### src/rtl/xor_seq_pkg.sv
// Shared types and constants for the XOR checksum sequencer.
package xor_seq_pkg;

    localparam int unsigned COUNT_W = 16;
    localparam logic [COUNT_W-1:0] COUNT_MAX = 16'hFFFF;

    // COLLECT stages bytes, FOLD runs one array pass, DONE presents the result.
    typedef enum logic [1:0] {
        COLLECT = 2'd0,
        FOLD    = 2'd1,
        DONE    = 2'd2
    } state_t;

endpackage

### src/rtl/xor4x8_checksum_seq_if.sv
// Byte input stream and checksum output stream of the sequencer.
// Handshake: a transfer happens on a rising clock edge where valid and ready
// are both high; the sender holds data stable while valid is high and ready
// is low, and ready never depends combinationally on valid.
interface xor4x8_checksum_seq_if;
    import xor_seq_pkg::*;

    logic [7:0]         I;
    logic               I_valid;
    logic               I_last;
    logic               I_ready;
    logic [7:0]         O;
    logic [COUNT_W-1:0] O_count;
    logic               O_valid;
    logic               O_ready;

    // Upstream/downstream side (drives bytes, accepts results).
    modport master (
        output I, I_valid, I_last, O_ready,
        input  I_ready, O, O_count, O_valid
    );

    // Sequencer side.
    modport slave (
        input  I, I_valid, I_last, O_ready,
        output I_ready, O, O_count, O_valid
    );

endinterface

### src/rtl/XOr4x8.sv
// Four-input, 8-bit wide bitwise XOR array.
module XOr4x8 (
    input  logic [7:0] I0,
    input  logic [7:0] I1,
    input  logic [7:0] I2,
    input  logic [7:0] I3,
    output logic [7:0] O
);

    // Fold all four operands bit by bit.
    always_comb begin
        O = I0 ^ I1 ^ I2 ^ I3;
    end

endmodule

### src/rtl/xor4x8_checksum_seq.sv
// Streaming XOR checksum: bytes are staged three at a time and folded into a
// running accumulator through a single shared XOr4x8 array, with the
// accumulator riding on the fourth array input.
module xor4x8_checksum_seq
    import xor_seq_pkg::*;
#(
    parameter logic [7:0] SEED = 8'h00
) (
    input  logic                  CLK,
    input  logic                  ASYNCRESETN,
    xor4x8_checksum_seq_if.slave  bus,
    output state_t                dbg_state
);

    state_t             state_q;
    state_t             state_d;
    logic [2:0][7:0]    slot_q;
    logic [1:0]         cnt_q;
    logic [COUNT_W-1:0] bcnt_q;
    logic [7:0]         acc_q;
    logic               last_q;
    logic [7:0]         fold_out;
    logic               accept;

    // Ready is a pure function of state so upstream never sees a comb loop.
    assign accept    = (state_q == COLLECT) && bus.I_valid;
    assign dbg_state = state_q;

    XOr4x8 u_xor (
        .I0 (acc_q),
        .I1 (slot_q[0]),
        .I2 (slot_q[1]),
        .I3 (slot_q[2]),
        .O  (fold_out)
    );

    // State register.
    always_ff @(posedge CLK or negedge ASYNCRESETN) begin
        if (!ASYNCRESETN) begin
            state_q <= COLLECT;
        end else begin
            state_q <= state_d;
        end
    end

    // Next-state decode: fold on a full group or packet end, present on packet end.
    always_comb begin
        state_d = state_q;
        case (state_q)
            COLLECT: begin
                if (accept && ((cnt_q == 2'd2) || bus.I_last)) begin
                    state_d = FOLD;
                end
            end
            FOLD:    state_d = last_q ? DONE : COLLECT;
            DONE: begin
                if (bus.O_ready) begin
                    state_d = COLLECT;
                end
            end
            default: state_d = COLLECT;
        endcase
    end

    // Output decode; result fields read zero whenever no result is offered.
    always_comb begin
        bus.I_ready = (state_q == COLLECT);
        bus.O_valid = (state_q == DONE);
        bus.O       = 8'h00;
        bus.O_count = '0;
        if (state_q == DONE) begin
            bus.O       = acc_q;
            bus.O_count = bcnt_q;
        end
    end

    // Staging slots, counters and accumulator.
    always_ff @(posedge CLK or negedge ASYNCRESETN) begin
        if (!ASYNCRESETN) begin
            slot_q <= '0;
            cnt_q  <= 2'd0;
            bcnt_q <= '0;
            acc_q  <= SEED;
            last_q <= 1'b0;
        end else begin
            case (state_q)
                COLLECT: begin
                    if (accept) begin
                        slot_q[cnt_q] <= bus.I;
                        cnt_q         <= cnt_q + 2'd1;
                        if (bcnt_q != COUNT_MAX) begin
                            bcnt_q <= bcnt_q + 1'b1;
                        end
                        last_q <= bus.I_last;
                    end
                end
                FOLD: begin
                    // Unfilled slots are still zero, so a short group folds cleanly.
                    acc_q  <= fold_out;
                    slot_q <= '0;
                    cnt_q  <= 2'd0;
                    last_q <= 1'b0;
                end
                DONE: begin
                    if (bus.O_ready) begin
                        acc_q  <= SEED;
                        bcnt_q <= '0;
                    end
                end
                default: ;
            endcase
        end
    end

endmodule

### src/flat_wrapper.sv
// flat-port wrapper written by rule: the top's interface ports become plain ports
module xor4x8_checksum_seq_flat import xor_seq_pkg::*;
#(
    parameter logic [7:0] SEED = 8'h00
)
  (CLK, ASYNCRESETN, dbg_state, bus_I, bus_I_valid, bus_I_last, bus_O_ready, bus_I_ready, bus_O, bus_O_count, bus_O_valid);
  xor4x8_checksum_seq_if bus_i ();
  input  logic CLK;
  input  logic ASYNCRESETN;
  output state_t dbg_state;
  input wire logic [$bits(bus_i.I)-1:0] bus_I;
  input wire logic [$bits(bus_i.I_valid)-1:0] bus_I_valid;
  input wire logic [$bits(bus_i.I_last)-1:0] bus_I_last;
  input wire logic [$bits(bus_i.O_ready)-1:0] bus_O_ready;
  output wire logic [$bits(bus_i.I_ready)-1:0] bus_I_ready;
  output wire logic [$bits(bus_i.O)-1:0] bus_O;
  output wire logic [$bits(bus_i.O_count)-1:0] bus_O_count;
  output wire logic [$bits(bus_i.O_valid)-1:0] bus_O_valid;
  assign bus_i.I = bus_I;
  assign bus_i.I_valid = bus_I_valid;
  assign bus_i.I_last = bus_I_last;
  assign bus_i.O_ready = bus_O_ready;
  assign bus_I_ready = bus_i.I_ready;
  assign bus_O = bus_i.O;
  assign bus_O_count = bus_i.O_count;
  assign bus_O_valid = bus_i.O_valid;
  xor4x8_checksum_seq #(.SEED(SEED)) u_core (.CLK(CLK), .ASYNCRESETN(ASYNCRESETN), .bus(bus_i), .dbg_state(dbg_state));
endmodule
### config.mk
export PLATFORM = sky130hd
export DESIGN_NAME = xor4x8_checksum_seq_flat
export DESIGN_NICKNAME = d
export VERILOG_FILES = /design/src/rtl/xor_seq_pkg.sv /design/src/rtl/xor4x8_checksum_seq_if.sv /design/src/rtl/XOr4x8.sv /design/src/rtl/xor4x8_checksum_seq.sv /design/src/flat_wrapper.sv
export SDC_FILE = /design/constraint.sdc
export NUM_CORES = 1
export LEC_CHECK = 0
export ABC_AREA = 1
export CORE_AREA = 4 4 77 79
export CTS_BUF_LIST = sky130_fd_sc_hd__clkbuf_4 sky130_fd_sc_hd__clkbuf_8
export DETAILED_ROUTE_END_ITERATION = 8
export DIE_AREA = 0 0 81 83
export HOLD_SLACK_MARGIN = 0.12
export PLACE_DENSITY = 0.93
export SETUP_SLACK_MARGIN = 0.4
export SYNTH_ARGS = -nofsm -noshare
export SYNTH_HDL_FRONTEND = slang
export SYNTH_HIERARCHICAL = 1
export SYNTH_SLANG_ARGS = --single-unit
### constraint.sdc
create_clock -name CLK -period 4.3 [get_ports CLK]
set_input_delay 0.86 -clock CLK [delete_from_list [all_inputs] [get_ports CLK]]
set_output_delay 0.86 -clock CLK [all_outputs]
set_load 0.1 [all_outputs]
Word-level counts from Yosys, hierarchy flattened
Cells that the tools add are included.

storage, ports and cells
  register bits = 53
  output and inout port bits = 28
  logic and storage cells = 56

cells by class
  bitwise gates (word level) = 3
  $add $sub $neg = 2
  muxes and demuxes = 21
  order comparisons = 2
  equal/unequal tests = 8
  reduce and logical (&&, ||, !) cells = 12

operators by type and width
  operator               count
  $mux 16                4
  $pmux 24 s2            1
  $pmux 16 s2            1
  $bwmux 24              1
  $mux 24                1
  $mux 8                 3
  $xor 8x8->8            3
  $add 16x1->16 const B  1
  $demux 8 s2            1
  $ne 16x16->1 const B   1
  $pmux 8 s2             1
  $mux 2                 4
  $ne 2x1->1 const B     3
  $pmux 2 s3             1
  $reduce_and 2->1       3
  $reduce_bool 2->1      3
  $eq 2x2->1 const B     2
  $pmux 2 s2             1
  $reduce_and 4->1       1
  $logic_and 1x1->1      3
  $lt 2x3->1 const B     1
  $add 2x1->2 const B    1
  $eq 2x1->1 const B     1
  $ge 2x1->1 const B     1
  other kinds (5)        5

Logic depth before layout (Yosys ltp)
  depth after elaboration = 7
  depth in mapped cells = 9

Cells and area by module
The synthesis kept the hierarchy.

by module, submodules not included
  module               area an instance (sq um)  times used  cells each
  xor4x8_checksum_seq  2698.8                    1           338
  XOr4x8               510.5                     1           120

Worst setup path before layout
OpenSTA, ideal clock, no wires.

  kind = reg2out
  start = register u_core.state_q[1] (netlist: u_core/dbg_state[1])
  end = output bus_O[0]
  required time = 3.440 ns
  path slack = 0.047 ns
  stages on the path, launching flop included = 7
  data arrival time = 3.393 ns
  buffers on the path = 2
  cell sequence = dfrtp_1 -> inv_2 -> nor2_4 -> inv_1 -> buf_2 -> buf_2 -> nor2_1

on the way
  longest elaborated chain between the ends = 2

ends and longest elaborated chain
  item                      RTL line                   RTL
  start: declaration        xor4x8_checksum_seq.sv:15  state_t state_q;
  start signal: assignment  xor4x8_checksum_seq.sv:42  state_q <= state_d;
  $eq 2x2->1                -
  via bus_O_valid           flat_wrapper.sv:18         output wire logic [$bits(bus_i.O_valid)-1:0] bus_O_valid;
  $mux 8                    xor4x8_checksum_seq.sv:71  if (state_q == DONE) begin
  end: declaration          flat_wrapper.sv:16         output wire logic [$bits(bus_i.O)-1:0] bus_O;

The timed path passes the listed nets, and every way through them passes these cells.

Worst setup path in the final report
  start = register u_core.state_q[1] (netlist: u_core/dbg_state[1])
  end = output bus_O_valid

on the way
  longest elaborated chain between the ends = 1

ends and longest elaborated chain
  item              RTL line                   RTL
  $eq 2x2->1        xor4x8_checksum_seq.sv:68  bus.O_valid = (state_q == DONE);
  end: declaration  flat_wrapper.sv:18

No other way between the ends.

==> impl_metrics.yaml <==
drt:
  firstDrtPassIters: 6
  wire_per_inst_um: 12.5
  drt_iter0_drc: 187
  drt_wl_total_mm: 7.08
  num_vias: 2939
  viasPerCell: 5.17
  drtAntennaViolNets: 0
  drc_errors: 0
sta:
  worst_slew_pin_slew_ps: 990
  grt_setup_unrepaired: "no"
  hold-worst-slack_ps: 453
  fin_crit_sh: 0.700
  finalHoldViolCount: 0
  finalSetupViolCount: 0
  setup_tns_ps: 0
  finalMaxSlewViolations: 0
  relSlewSlack: 0.338
  clock.fmax_mhz: 332
  timing.final.crit_period_ps: 3010
  fin_worst_skew_ps: 13.2
cts:
  cts_hold_buf: 0
  cts.sinks: 53
  htree_levels: 2
  cts_buffer_depth: 2
  cts-resized-gates: 0
  numCtsBuffers: 5
  cts_setup_buffers: 0
  clk_latency_ps: 310
  clkTransAtPathRegs_ps: 90
  cts_tree: "built"
  root_buffer: "clkbuf_8"
power:
  power_frac_comb: 0.473
  p_leak_nw: 1.88
  p_int_mw: 1.20
  sequentialPowerShare: 0.370
  p_clk_frac: 0.157
  p_sw_frac: 0.467
  pwr_density_cell_nw_per_um2: 610
  vdd_ir_drop_max_mv: 0.423
  switchingPower_mw: 1.05
job:
  maxCapViolations: 0
global_route:
  grt_overflow: 0
  grt_pass1_vias: 2863
  grt_usage: 0.228
  antenna_found_initial: 0
  grt_max_degree: 38
  grt_pass1_wl_mm: 12.2
synthesis:
  seq_area_frac_synth: 0.413
  ys_warn_count: 6
  syn_nets: 475
  synthDistinctLibCells: 24
  postSynthRegisterBits: 53
  synth_area_per_cell_um2: 7.01
  syn_inst: 458
  syn_area_um2: 3210
setup_path:
  critPathLaunchType: "flop"
  crit_path_cell_trace: "inv_2 -> nor2_4 -> clkdlybuf4s50_1"
  ff2ff_setup_slack_ps: 2330
  path_class: "reg -> out"
  required_ps: 3440
  cp_slowest_stage_delay_ps: 1180
  cp_data_arrival_time_ps: 2150
  worst_setup_path_end_kind: "output pin"
  r2r-end: "u_core/bcnt_q[6]"
  cp-startpoint: "u_core/dbg_state[1]"
  cp_max_fo: 6
  r2r_cells: 6
  crit_path_end: "bus_O_valid"
  cpMaxStageDelayCell: "clkdlybuf4s50_1"
  r2r_start: "u_core/bcnt_q[1]"
final_layout:
  layout_commonest_cell: "nand2_1"
  syn_to_final_growth_pct: 15.1
  final_cell_mix: "nand2_1 (131), inv_1 (75), dfrtp_1 (53)"
  finalCoreUtilization: 0.692
  fin_nets: 512
  layout-drive-gt1-share: 0.139
  fillCellCount: 455
  antenna_cells: 0
floorplanning:
  fp.dieW_um: 81
  pin_count: 41
  core_area_um2: 5340
  rows: 27
  die_h_um: 83
  die_area_um2: 6720
  initial_core_util: 0.601
placement:
  dp_hpwl_mm: 5.24
  gp_congestion: 0.903
  port_buffers: 40
min_path:
  worstHoldPathType: "in -> async"
status:
  status: "finished clean"
## worst max-delay path, delay by kind of cell, from the launching register on
family,cells,cell delay [ps]
flops,1,440
buf+inv,2,1250
simple gates,1,150
## stage by stage
stage	setup slack [ps]	total power, mW	cells	instance area (um^2)
after detailed placement	1620	1.90	560	3570
after CTS	1270	2.26	568	3690
after floorplan	46.6	1.69	458	3220
final	1290	2.25	568	3690
after global routing	1210	2.45	568	3690
after global placement	1640	1.83	560	3570
## synthesized netlist by cell type (all sizes together)
library cell,number,area [um^2]
buf,11,81.3
clkbuf,1,5.00
dfrtp,53,1330
ha,4,50.1
inv,79,297
nand2,137,534
nand3,40,215
nand3b,1,7.51
nand4,5,31.3
nor2,64,280
o21ai,47,246
o22ai,2,12.5
xnor2,8,70.1
xor2,6,52.6
## power groups by stage
stage / combinational [mW] / clock, mW / sequential, mW
global placement: 1.01 / 0 / 0.826
CTS: 1.07 / 0.361 / 0.832
global route: 1.21 / 0.382 / 0.859
detailed placement: 1.06 / 0 / 0.842
floorplan: 0.841 / 0 / 0.849
finish: 1.07 / 0.354 / 0.833
## worst min-delay path by stage
stage	to	slack (ps)	cells past startpoint
floorplan	u_core/cnt_q[0]	490	1
global placement	u_core/cnt_q[0]	510	1
detailed placement	u_core/last_q	530	2
CTS	u_core/acc_q[4]	460	1
global route	u_core/acc_q[3]	480	1
finish	u_core/acc_q[3]	450	1
## sequential cells by signal, indices dropped and copies added (netlist names)
register          flops
u_core/bcnt_q        16
u_core/acc_q          8
u_core/last_q         1
u_core/dbg_state      2
u_core/slot_q        24
u_core/cnt_q          2
## layer usage
layer	global-route usage	vias up	share of wire
li1	-	1478	-
met1	0.278	1357	0.42
met2	0.391	87	0.51
met3	0.0390	17	0.046
met4	0.0952	0	0.023
met5	0	-	0
## cell type report
cell class | count | area [um^2] | area share
Clock buffer | 7 | 90.1 | 0.0244
Clock inverter | 1 | 30.0 | 0.00813
Inverter | 79 | 297 | 0.0803
Multi-Input combinational cell | 314 | 1510 | 0.409
Sequential cell | 53 | 1330 | 0.359
Tap cell | 72 | 90.1 | 0.0244
Timing Repair Buffer | 42 | 350 | 0.0949
## logic make-up after synthesis
logic type | synth area share
adder cells (fa/ha/maj) | 0.0156
flip-flops | 0.413
XOR/XNOR | 0.0382
AND/OR/NAND/NOR | 0.333
AO/OA/AOI/OAI | 0.0807
buffers and inverters | 0.119
Note: power is estimated with default switching activity, not from simulation.
